<file path="src/rtl/mmio_uart_tx.sv">
`default_nettype none
// ============================================================================
// Module      : mmio_uart_tx
// Description : Memory-mapped UART transmitter. A CPU store to TXDATA queues
//               a byte in a small circular FIFO; a four-state serializer
//               (IDLE/START/DATA/STOP) sends 8N1 frames, LSB first, with
//               every serial bit held for CLK_DIV clocks. Back-to-back
//               frames follow each other with no idle gap.
// Register map: BASE+0 TXDATA (write pushes byte, reads 0)
//               BASE+4 STATUS (bit0 full, bit1 empty, bit2 busy,
//                              bit3 overflow (sticky, any write clears),
//                              bits[8:4] FIFO count)
//               BASE+8 CTRL   (bit0 irq_en, only with MMIO_UART_TX_IRQ_EN)
// Option      : define MMIO_UART_TX_IRQ_EN to add the CTRL register and the
//               irq output. Without it BASE+8 reads 0 and ignores writes.
// Ports       : clock       - single clock, rising edge
//               reset       - synchronous, active-high
//               load        - CPU read strobe
//               store       - CPU write strobe
//               address     - CPU address, bits [1:0] ignored
//               store_data  - CPU write data
//               load_data   - combinational read data, 0 unless a window hit
//               tx          - registered serial output, idle high
//               irq         - (option) registered: irq_en & empty & !busy
// Revision    : 1.0 - initial release
// ============================================================================
module mmio_uart_tx #(
    parameter logic [31:0] BASE_ADDR  = 32'h1000_0000,
    parameter int          CLK_DIV    = 16,
    parameter int          FIFO_DEPTH = 4
) (
    input  logic        clock,
    input  logic        reset,
    input  logic        load,
    input  logic        store,
    input  logic [31:0] address,
    input  logic [31:0] store_data,
    output logic [31:0] load_data,
    output logic        tx
`ifdef MMIO_UART_TX_IRQ_EN
    ,
    output logic        irq
`endif
);

    localparam int TW = $clog2(CLK_DIV);
    localparam int PW = $clog2(FIFO_DEPTH);
    localparam int CW = PW + 1;

    localparam logic [TW-1:0] TIMER_LAST = TW'(CLK_DIV - 1);
    localparam logic [CW-1:0] DEPTH_C    = CW'(FIFO_DEPTH);

    localparam logic [29:0] WORD_TX = BASE_ADDR[31:2];
    localparam logic [29:0] WORD_ST = BASE_ADDR[31:2] + 30'd1;

    localparam logic [1:0] IDLE  = 2'd0;
    localparam logic [1:0] START = 2'd1;
    localparam logic [1:0] DATA  = 2'd2;
    localparam logic [1:0] STOP  = 2'd3;

    // ------------------------------------------------------------------------
    // Address decode (word granularity)
    // ------------------------------------------------------------------------
    logic w_hit_tx;
    logic w_hit_st;

    assign w_hit_tx = (address[31:2] == WORD_TX);
    assign w_hit_st = (address[31:2] == WORD_ST);

    // Byte lanes and sub-word address bits that carry no meaning here.
    logic w_unused_bits;
    assign w_unused_bits = ^{address[1:0], store_data[31:8]};

    // ------------------------------------------------------------------------
    // TX FIFO: circular buffer, power-of-two depth so pointers wrap naturally
    // ------------------------------------------------------------------------
    logic [7:0]    mem_q [FIFO_DEPTH];
    logic [PW-1:0] wr_ptr_q;
    logic [PW-1:0] rd_ptr_q;
    logic [CW-1:0] count_q;

    logic w_empty;
    logic w_full;
    logic w_pop;
    logic w_push_req;
    logic w_push;
    logic w_ovf_event;

    assign w_empty     = (count_q == '0);
    assign w_full      = (count_q == DEPTH_C);
    assign w_push_req  = store && w_hit_tx;
    // A pop at the same edge frees a slot, so a full FIFO still accepts.
    assign w_push      = w_push_req && (!w_full || w_pop);
    assign w_ovf_event = w_push_req && w_full && !w_pop;

    always_ff @(posedge clock) begin
        if (w_push) begin
            mem_q[wr_ptr_q] <= store_data[7:0];
        end
    end

    always_ff @(posedge clock) begin
        if (reset) begin
            wr_ptr_q <= '0;
            rd_ptr_q <= '0;
            count_q  <= '0;
        end else begin
            if (w_push) begin
                wr_ptr_q <= wr_ptr_q + PW'(1);
            end
            if (w_pop) begin
                rd_ptr_q <= rd_ptr_q + PW'(1);
            end
            case ({w_push, w_pop})
                2'b10:   count_q <= count_q + CW'(1);
                2'b01:   count_q <= count_q - CW'(1);
                default: count_q <= count_q;
            endcase
        end
    end

    // ------------------------------------------------------------------------
    // Sticky overflow: a new overflow wins over a clear at the same edge
    // ------------------------------------------------------------------------
    logic overflow_q;

    always_ff @(posedge clock) begin
        if (reset) begin
            overflow_q <= 1'b0;
        end else if (w_ovf_event) begin
            overflow_q <= 1'b1;
        end else if (store && w_hit_st) begin
            overflow_q <= 1'b0;
        end
    end

    // ------------------------------------------------------------------------
    // Serializer
    // ------------------------------------------------------------------------
    logic [1:0]    state_q, state_d;
    logic [TW-1:0] timer_q, timer_d;
    logic [2:0]    bit_cnt_q, bit_cnt_d;
    logic [7:0]    shift_q, shift_d;
    logic          tx_q, tx_d;
    logic          w_bit_end;

    assign w_bit_end = (timer_q == TIMER_LAST);

    // tx_d is the line level for the state being entered, so the registered
    // tx changes on the same edge as the state.
    always_comb begin
        state_d   = state_q;
        timer_d   = timer_q;
        bit_cnt_d = bit_cnt_q;
        shift_d   = shift_q;
        tx_d      = tx_q;
        w_pop     = 1'b0;
        case (state_q)
            IDLE: begin
                tx_d = 1'b1;
                if (!w_empty) begin
                    w_pop     = 1'b1;
                    shift_d   = mem_q[rd_ptr_q];
                    state_d   = START;
                    timer_d   = '0;
                    bit_cnt_d = '0;
                    tx_d      = 1'b0;
                end
            end
            START: begin
                if (w_bit_end) begin
                    state_d   = DATA;
                    timer_d   = '0;
                    bit_cnt_d = '0;
                    tx_d      = shift_q[0];
                end else begin
                    timer_d = timer_q + TW'(1);
                end
            end
            DATA: begin
                if (w_bit_end) begin
                    timer_d = '0;
                    if (bit_cnt_q == 3'd7) begin
                        state_d   = STOP;
                        bit_cnt_d = '0;
                        tx_d      = 1'b1;
                    end else begin
                        bit_cnt_d = bit_cnt_q + 3'd1;
                        shift_d   = {1'b0, shift_q[7:1]};
                        tx_d      = shift_q[1];
                    end
                end else begin
                    timer_d = timer_q + TW'(1);
                end
            end
            STOP: begin
                if (w_bit_end) begin
                    timer_d   = '0;
                    bit_cnt_d = '0;
                    if (!w_empty) begin
                        // Chain straight into the next frame's start bit.
                        w_pop   = 1'b1;
                        shift_d = mem_q[rd_ptr_q];
                        state_d = START;
                        tx_d    = 1'b0;
                    end else begin
                        state_d = IDLE;
                        tx_d    = 1'b1;
                    end
                end else begin
                    timer_d = timer_q + TW'(1);
                end
            end
            default: begin
                state_d = IDLE;
                tx_d    = 1'b1;
            end
        endcase
    end

    always_ff @(posedge clock) begin
        if (reset) begin
            state_q   <= IDLE;
            timer_q   <= '0;
            bit_cnt_q <= '0;
            shift_q   <= '0;
            tx_q      <= 1'b1;
        end else begin
            state_q   <= state_d;
            timer_q   <= timer_d;
            bit_cnt_q <= bit_cnt_d;
            shift_q   <= shift_d;
            tx_q      <= tx_d;
        end
    end

    assign tx = tx_q;

    // ------------------------------------------------------------------------
    // Status word and read mux
    // ------------------------------------------------------------------------
    logic        w_busy;
    logic [31:0] w_status;

    assign w_busy   = (state_q != IDLE);
    assign w_status = {23'd0, 5'(count_q), overflow_q, w_busy, w_empty, w_full};

`ifdef MMIO_UART_TX_IRQ_EN
    localparam logic [29:0] WORD_CT = BASE_ADDR[31:2] + 30'd2;

    logic w_hit_ct;
    logic irq_en_q;
    logic irq_q;

    assign w_hit_ct = (address[31:2] == WORD_CT);

    always_ff @(posedge clock) begin
        if (reset) begin
            irq_en_q <= 1'b0;
            irq_q    <= 1'b0;
        end else begin
            if (store && w_hit_ct) begin
                irq_en_q <= store_data[0];
            end
            irq_q <= irq_en_q && w_empty && !w_busy;
        end
    end

    assign irq = irq_q;

    always_comb begin
        load_data = '0;
        if (load) begin
            if (w_hit_st) begin
                load_data = w_status;
            end else if (w_hit_ct) begin
                load_data = {31'd0, irq_en_q};
            end
        end
    end
`else
    // TXDATA and all unmapped words read as zero so the bus can OR sources.
    always_comb begin
        load_data = '0;
        if (load && w_hit_st) begin
            load_data = w_status;
        end
    end
`endif

endmodule
`default_nettype wire

</file>
<file path="config.mk">
export PLATFORM = sky130hd
export DESIGN_NAME = mmio_uart_tx
export DESIGN_NICKNAME = d
export VERILOG_FILES = /design/src/rtl/mmio_uart_tx.sv
export SDC_FILE = /design/constraint.sdc
export NUM_CORES = 1
export LEC_CHECK = 0
export ABC_CLOCK_PERIOD_IN_PS = 2600
export CAP_MARGIN = 20
export CELL_PAD_IN_SITES_DETAIL_PLACEMENT = 1
export CELL_PAD_IN_SITES_GLOBAL_PLACEMENT = 1
export CORE_ASPECT_RATIO = 0.5
export CORE_MARGIN = 3
export CORE_UTILIZATION = 35
export DETAILED_ROUTE_END_ITERATION = 16
export PLACE_DENSITY = 0.87
export SETUP_SLACK_MARGIN = 0.15
export SYNTH_ARGS = -nofsm -noshare
export SYNTH_HDL_FRONTEND = slang
export SYNTH_SLANG_ARGS = --single-unit
</file>
<file path="constraint.sdc">
create_clock -name clock -period 2.6 [get_ports clock]
set_input_delay 0.39 -clock clock [delete_from_list [all_inputs] [get_ports clock]]
set_output_delay 0.39 -clock clock [all_outputs]
set_load 0.005 [all_outputs]
</file>
Word level (Yosys, flattened, before mapping) --
Memory sizes are Yosys's and may differ from the RTL's. A register that Yosys moved wholly into a read port is not among the register bits. Cells that the tools add are included.
Storage, ports and cells: bits in registers 26, RAM bits 32, bits of input ports 68, memories kept 1
Operators by class: add/subtract/negate cells 6, equal/unequal tests 17, mux-type cells 37, reductions and logical operators 21
Memory list:
- mem_q | words 4, bits a word 8, read ports 1, clocked after Yosys merged registers in 1, wr ports 1, RTL line 77 | logic [7:0] mem_q [FIFO_DEPTH];
Operator list (number):
- equality test 30 x 27 -> 1 bit (second input constant) | 2
- 2-to-1 mux 8 bit | 4
- case mux 8 bit (3 select lines) | 1
- 2-to-1 mux 2 bit | 7
- 2-to-1 mux 1 bit | 12
- 2-to-1 mux 3 bit | 4
- != test 2 bit (second input constant) | 6
- case mux 3 bit (3 select lines) | 1
- 2-to-1 mux 4 bit | 2
- case mux 2 bit (4 select lines) | 1
- case mux 4 bit (2 select lines) | 1
- 2-to-1 mux 7 bit | 1
- adder 3 x 1 -> 3 bit (second input constant) | 2
- equality test 2 bit (second input constant) | 3
- equality test 3 bit (second input constant) | 2
- logical AND 1 bit | 6
- case mux 3 bit (2 select lines) | 1
- AND reduction 3 bit | 2
- nonzero test 2 bit | 3
- AND reduction 5 bit | 1
- adder 2 x 1 -> 2 bit (second input constant) | 2
- adder 4 x 1 -> 4 bit (second input constant) | 1
- equality test 2 x 1 -> 1 bit (second input constant) | 2
- equality test 4 bit (second input constant) | 1
- 12 further kinds | 13

Logic depth before layout (Yosys ltp) --
word-level depth 8, gate-level depth with buffers 9, depth with buffers taken out 9

Worst setup path after synthesis --
Ideal clock, no wire load.
path kind register to register, from register state_q[0], to register count_q[1], setup time 0.123 ns, arrival 2.190 ns, path slack 0.286 ns, cell stages (with the launch flop) 8, path buffers 0, cell sequence dfxtp_1 > inv_1 > ha_1 > nor3_1 > nand2_1 > fa_1 > nor2_1 > mux2_1
Between the ends: word-level cells in the longest chain between the ends 6
RTL lines:
- start: declaration | RTL line 140 | logic [1:0] state_q, state_d;
- start signal: assignment | RTL line 229 | state_q <= state_d;
- equality test 2 bit or logical NOT 2 bit (tied branches) | RTL line 158 | case (state_q)
- case mux 1 bit (2 select lines) * | RTL line 158
- logical OR 1 bit | RTL line 93 | assign w_push = w_push_req && (!w_full || w_pop);
- logical AND 1 bit | RTL line 93
- equality test 2 x 1 -> 1 bit or equality test 2 bit (tied branches) | RTL line 114 | case ({w_push, w_pop})
- case mux 3 bit (2 select lines) or nonzero test 2 bit (tied branches)
- end signal: assignment | RTL line 115 | 2'b10: count_q <= count_q + CW'(1);
- end signal: assignment | RTL line 116 | 2'b01: count_q <= count_q - CW'(1);
- end signal: assignment | RTL line 117 | default: count_q <= count_q;
- end: declaration | RTL line 80 | logic [CW-1:0] count_q;
Every way passes the cells marked *; elsewhere a longest branch is shown, timed or not. A chain may end at the register's enable or synchronous reset.

Worst setup path in the final report --
from input address[24], to register count_q[2]
Between the ends: word-level cells in the longest chain between the ends 5
RTL lines:
- start: declaration | RTL line 36 | input logic [31:0] address,
- equality test 30 x 27 -> 1 bit * | RTL line 67 | assign w_hit_tx = (address[31:2] == WORD_TX);
- logical AND 1 bit * | RTL line 91 | assign w_push_req = store && w_hit_tx;
- logical AND 1 bit * | RTL line 93
- equality test 2 x 1 -> 1 bit or equality test 2 bit (tied branches) | RTL line 114
- case mux 3 bit (2 select lines) or nonzero test 2 bit (tied branches)
Marks and branches as above.

==> qor.yml <==
status: "complete, but fails checks"
violations: "negative setup slack"
fin_nets: 435
startpoint: "address[24]"
die_w_um: 136
holdWs_ns: 0.476
finalSetupViolations: 1
slew_violations: 0
tritoncts: "yes"
syn_to_final_growth_pct: 46.4
wirelength_um: 12100
dieArea_sq_mm: 0.00966
synth-seq-cells: 60
utilization: 0.534
ys_warn_count: 0
fmax_mhz: 372
cts_root_buffer: "clkbuf_16"
fp-row-count: 23
syn-cell-area_sq_mm: 0.00296
hold_end: "bit_cnt_q[1]"
synth.avg_cell_area_sq_um: 11.6
period_needed_ns: 2.69
synth_most_common_cell: "edfxtp_1"
clk_pin_slew_ns: 0.06
place_worst_setup_slack_ns: -0.384
r2r_end: "count_q[2]"
crit_type: "in2reg"
place_inst: 428
synth_cells: 255
cts_inserted_buffers: 9
cts_buffer_depth: 2
hold_class: "reg2reg"
synth.top_cells.by_count: "edfxtp_1, nor2_1, dfxtp_1, buf_4, ha_1"
yosysTopAreaCellShare: 0.325
cp_slowest_cell: "or4_4"
yosysUniqueCellTypes: 46
dp_hpwl_um: 6050
wl_per_cell_um: 25.5
fin_crit_sh: 1.03
grt_pass1_vias: 2703
drive_above_1_share: 0.348
dr.first_iter.drc_count: 135
gr-total-overflow: 0
yosysSeqAreaShare: 0.514
yosysTopAreaCell: "edfxtp_1"
final_cells: 473
max-vdd-ir-drop_mv: 0.453
htreeDepth: 3
clock_skew_ns: 0.0148
gp_congestion: 0.755
p_leak_nw: 1.71
antenna_found_initial: 2
power_density_mw_per_mm2: 939
cap_violations: 0
first_pass_iters: 4
synth_area_leaders: "edfxtp_1, dfxtp_1, buf_4"
slew_headroom: 0.355
numPortBuffers: 49
ant_nets: 0
core_sq_mm: 0.00812
grt_max_degree: 21
die_y_um: 71.0
synth_flop_cell: "edfxtp_1"
route.detailed.drc: 0
clk_latency_ns: 0.34
num_vias: 2577
worstHoldStart: "bit_cnt_q[1]"
slowest_delay_ns: 0.51
crit_chain: "clkdlybuf4s15_1 > nor4_2 > nand4_1 > buf_4 > or4_4 > nand2_4 > fa_2 > buf_6 > nor3b_2 > mux2i_2 > o311ai_2"
crit_path_end_kind: "flip-flop"
grt_setup_unrepaired: "yes"
cts.sinks: 60
grt_first_pass_wirelength_um: 16800
viasPerCell: 5.45
crit_fanout: 3
r2r-start: "state_q[1]"
start_kind: "input port"
regToRegSetupSlack_ns: 0.02
setup_ws_ns: -0.0859
ctsHoldBuffers: 0
track_usage: 0.241
async_flop_share: 0
worst_pin_slew_ns: 0.965
required_ns: 2.76
ios: 101
hold_viol: 0
critPathArrivalTime_ns: 2.84
start_util: 0.365
worst_r2r_path_depth: 9
synth_edf_count: 32
hold_depth: 2
## cell type report
cell class                 count  area (sq um)
antenna                        2          5.00
clock buffer                   9           225
clock inverter                 7           115
fill                         850          3780
inverter                       7          26.3
multi-input combinational    179          1450
sequential                    60          1520
tap                          112           140
timing repair buffer          97           856
## logic make-up after synthesis
family          after synthesis  synth area share
xor+xnor                      4            0.0118
buf+inv                      40            0.0833
fa+ha+maj                    13            0.0575
simple gates                 85             0.156
mux                          21             0.106
flops                        60             0.514
other cells                   1           0.00127
compound gates               31            0.0710
## cell usage in the layout, fill, tap and decap left out, drive strengths merged, types with 8 or more instances in the layout
master	Yosys	routed
buf	28	51
edfxtp	32	32
nor2	29	29
dfxtp	28	28
clkbuf	5	26
conb	1	25
clkdlybuf4s50	0	13
ha	12	12
mux2i	11	11
nand2	9	9
mux4	8	8
a21oi	8	8
nor4	8	8
and2	8	8
## routing by layer
layer	share of wire	wire length, um	up-vias	global-route usage
li1	-	-	1095	-
met1	0.39	4650	1312	0.262
met2	0.50	6050	121	0.425
met3	0.054	654	49	0.0604
met4	0.059	716	0	0.153
met5	0	0	-	0
## sequential cells by signal, indices dropped and copies added, names as in the netlist, 2 cells and up, named ones only
signal	cells
count_q	3
timer_q	4
rd_ptr_q	2
shift_q	8
wr_ptr_q	2
mem_q	32
bit_cnt_q	3
state_q	2
## power by group
| group | switching, mW | internal (mW) | total, mW |
|---|---|---|---|
| combinational | 0.801 | 0.590 | 1.39 |
| clock | 0.466 | 0.933 | 1.40 |
| sequential | 0.157 | 1.12 | 1.28 |
| total | 1.42 | 2.65 | 4.07 |
## per-stage QoR
stage / total power, mW / TNS [ns] / cell area (sq um)
after floorplan: 2.04 / 0 / 3050
after global placement: 2.30 / -1.31 / 3620
after detailed placement: 2.41 / -5.98 / 3620
after CTS: 3.86 / 0 / 4200
after global routing: 4.24 / -0.155 / 4330
final: 4.07 / -0.0859 / 4330
## how the worst max path moves through the flow
stage                         to  slack [ns]  depth (start not counted)
global route          count_q[2]       -0.16                         11
detailed placement    count_q[2]       -0.38                         11
CTS                   count_q[2]        0.16                         12
floorplan             count_q[1]        0.29                          7
global placement    load_data[0]       -0.18                          7
finish                count_q[2]       -0.09                         11
## critical path, delay by kind of cell
kind / cells / cell delay, ns
buf+inv: 3 / 0.56
simple gates: 5 / 1.19
fa+ha+maj: 1 / 0.22
compound gates: 1 / 0.20
mux: 1 / 0.28
## what timing repair did
item / 4_1_cts / 5_1_grt
setup buffers: 22 / 5
gates resized for setup: 59 / 86
pin swaps: 19 / 20
setup endpoints to repair: 10 / 46
Power figures use the tool's default switching activity.
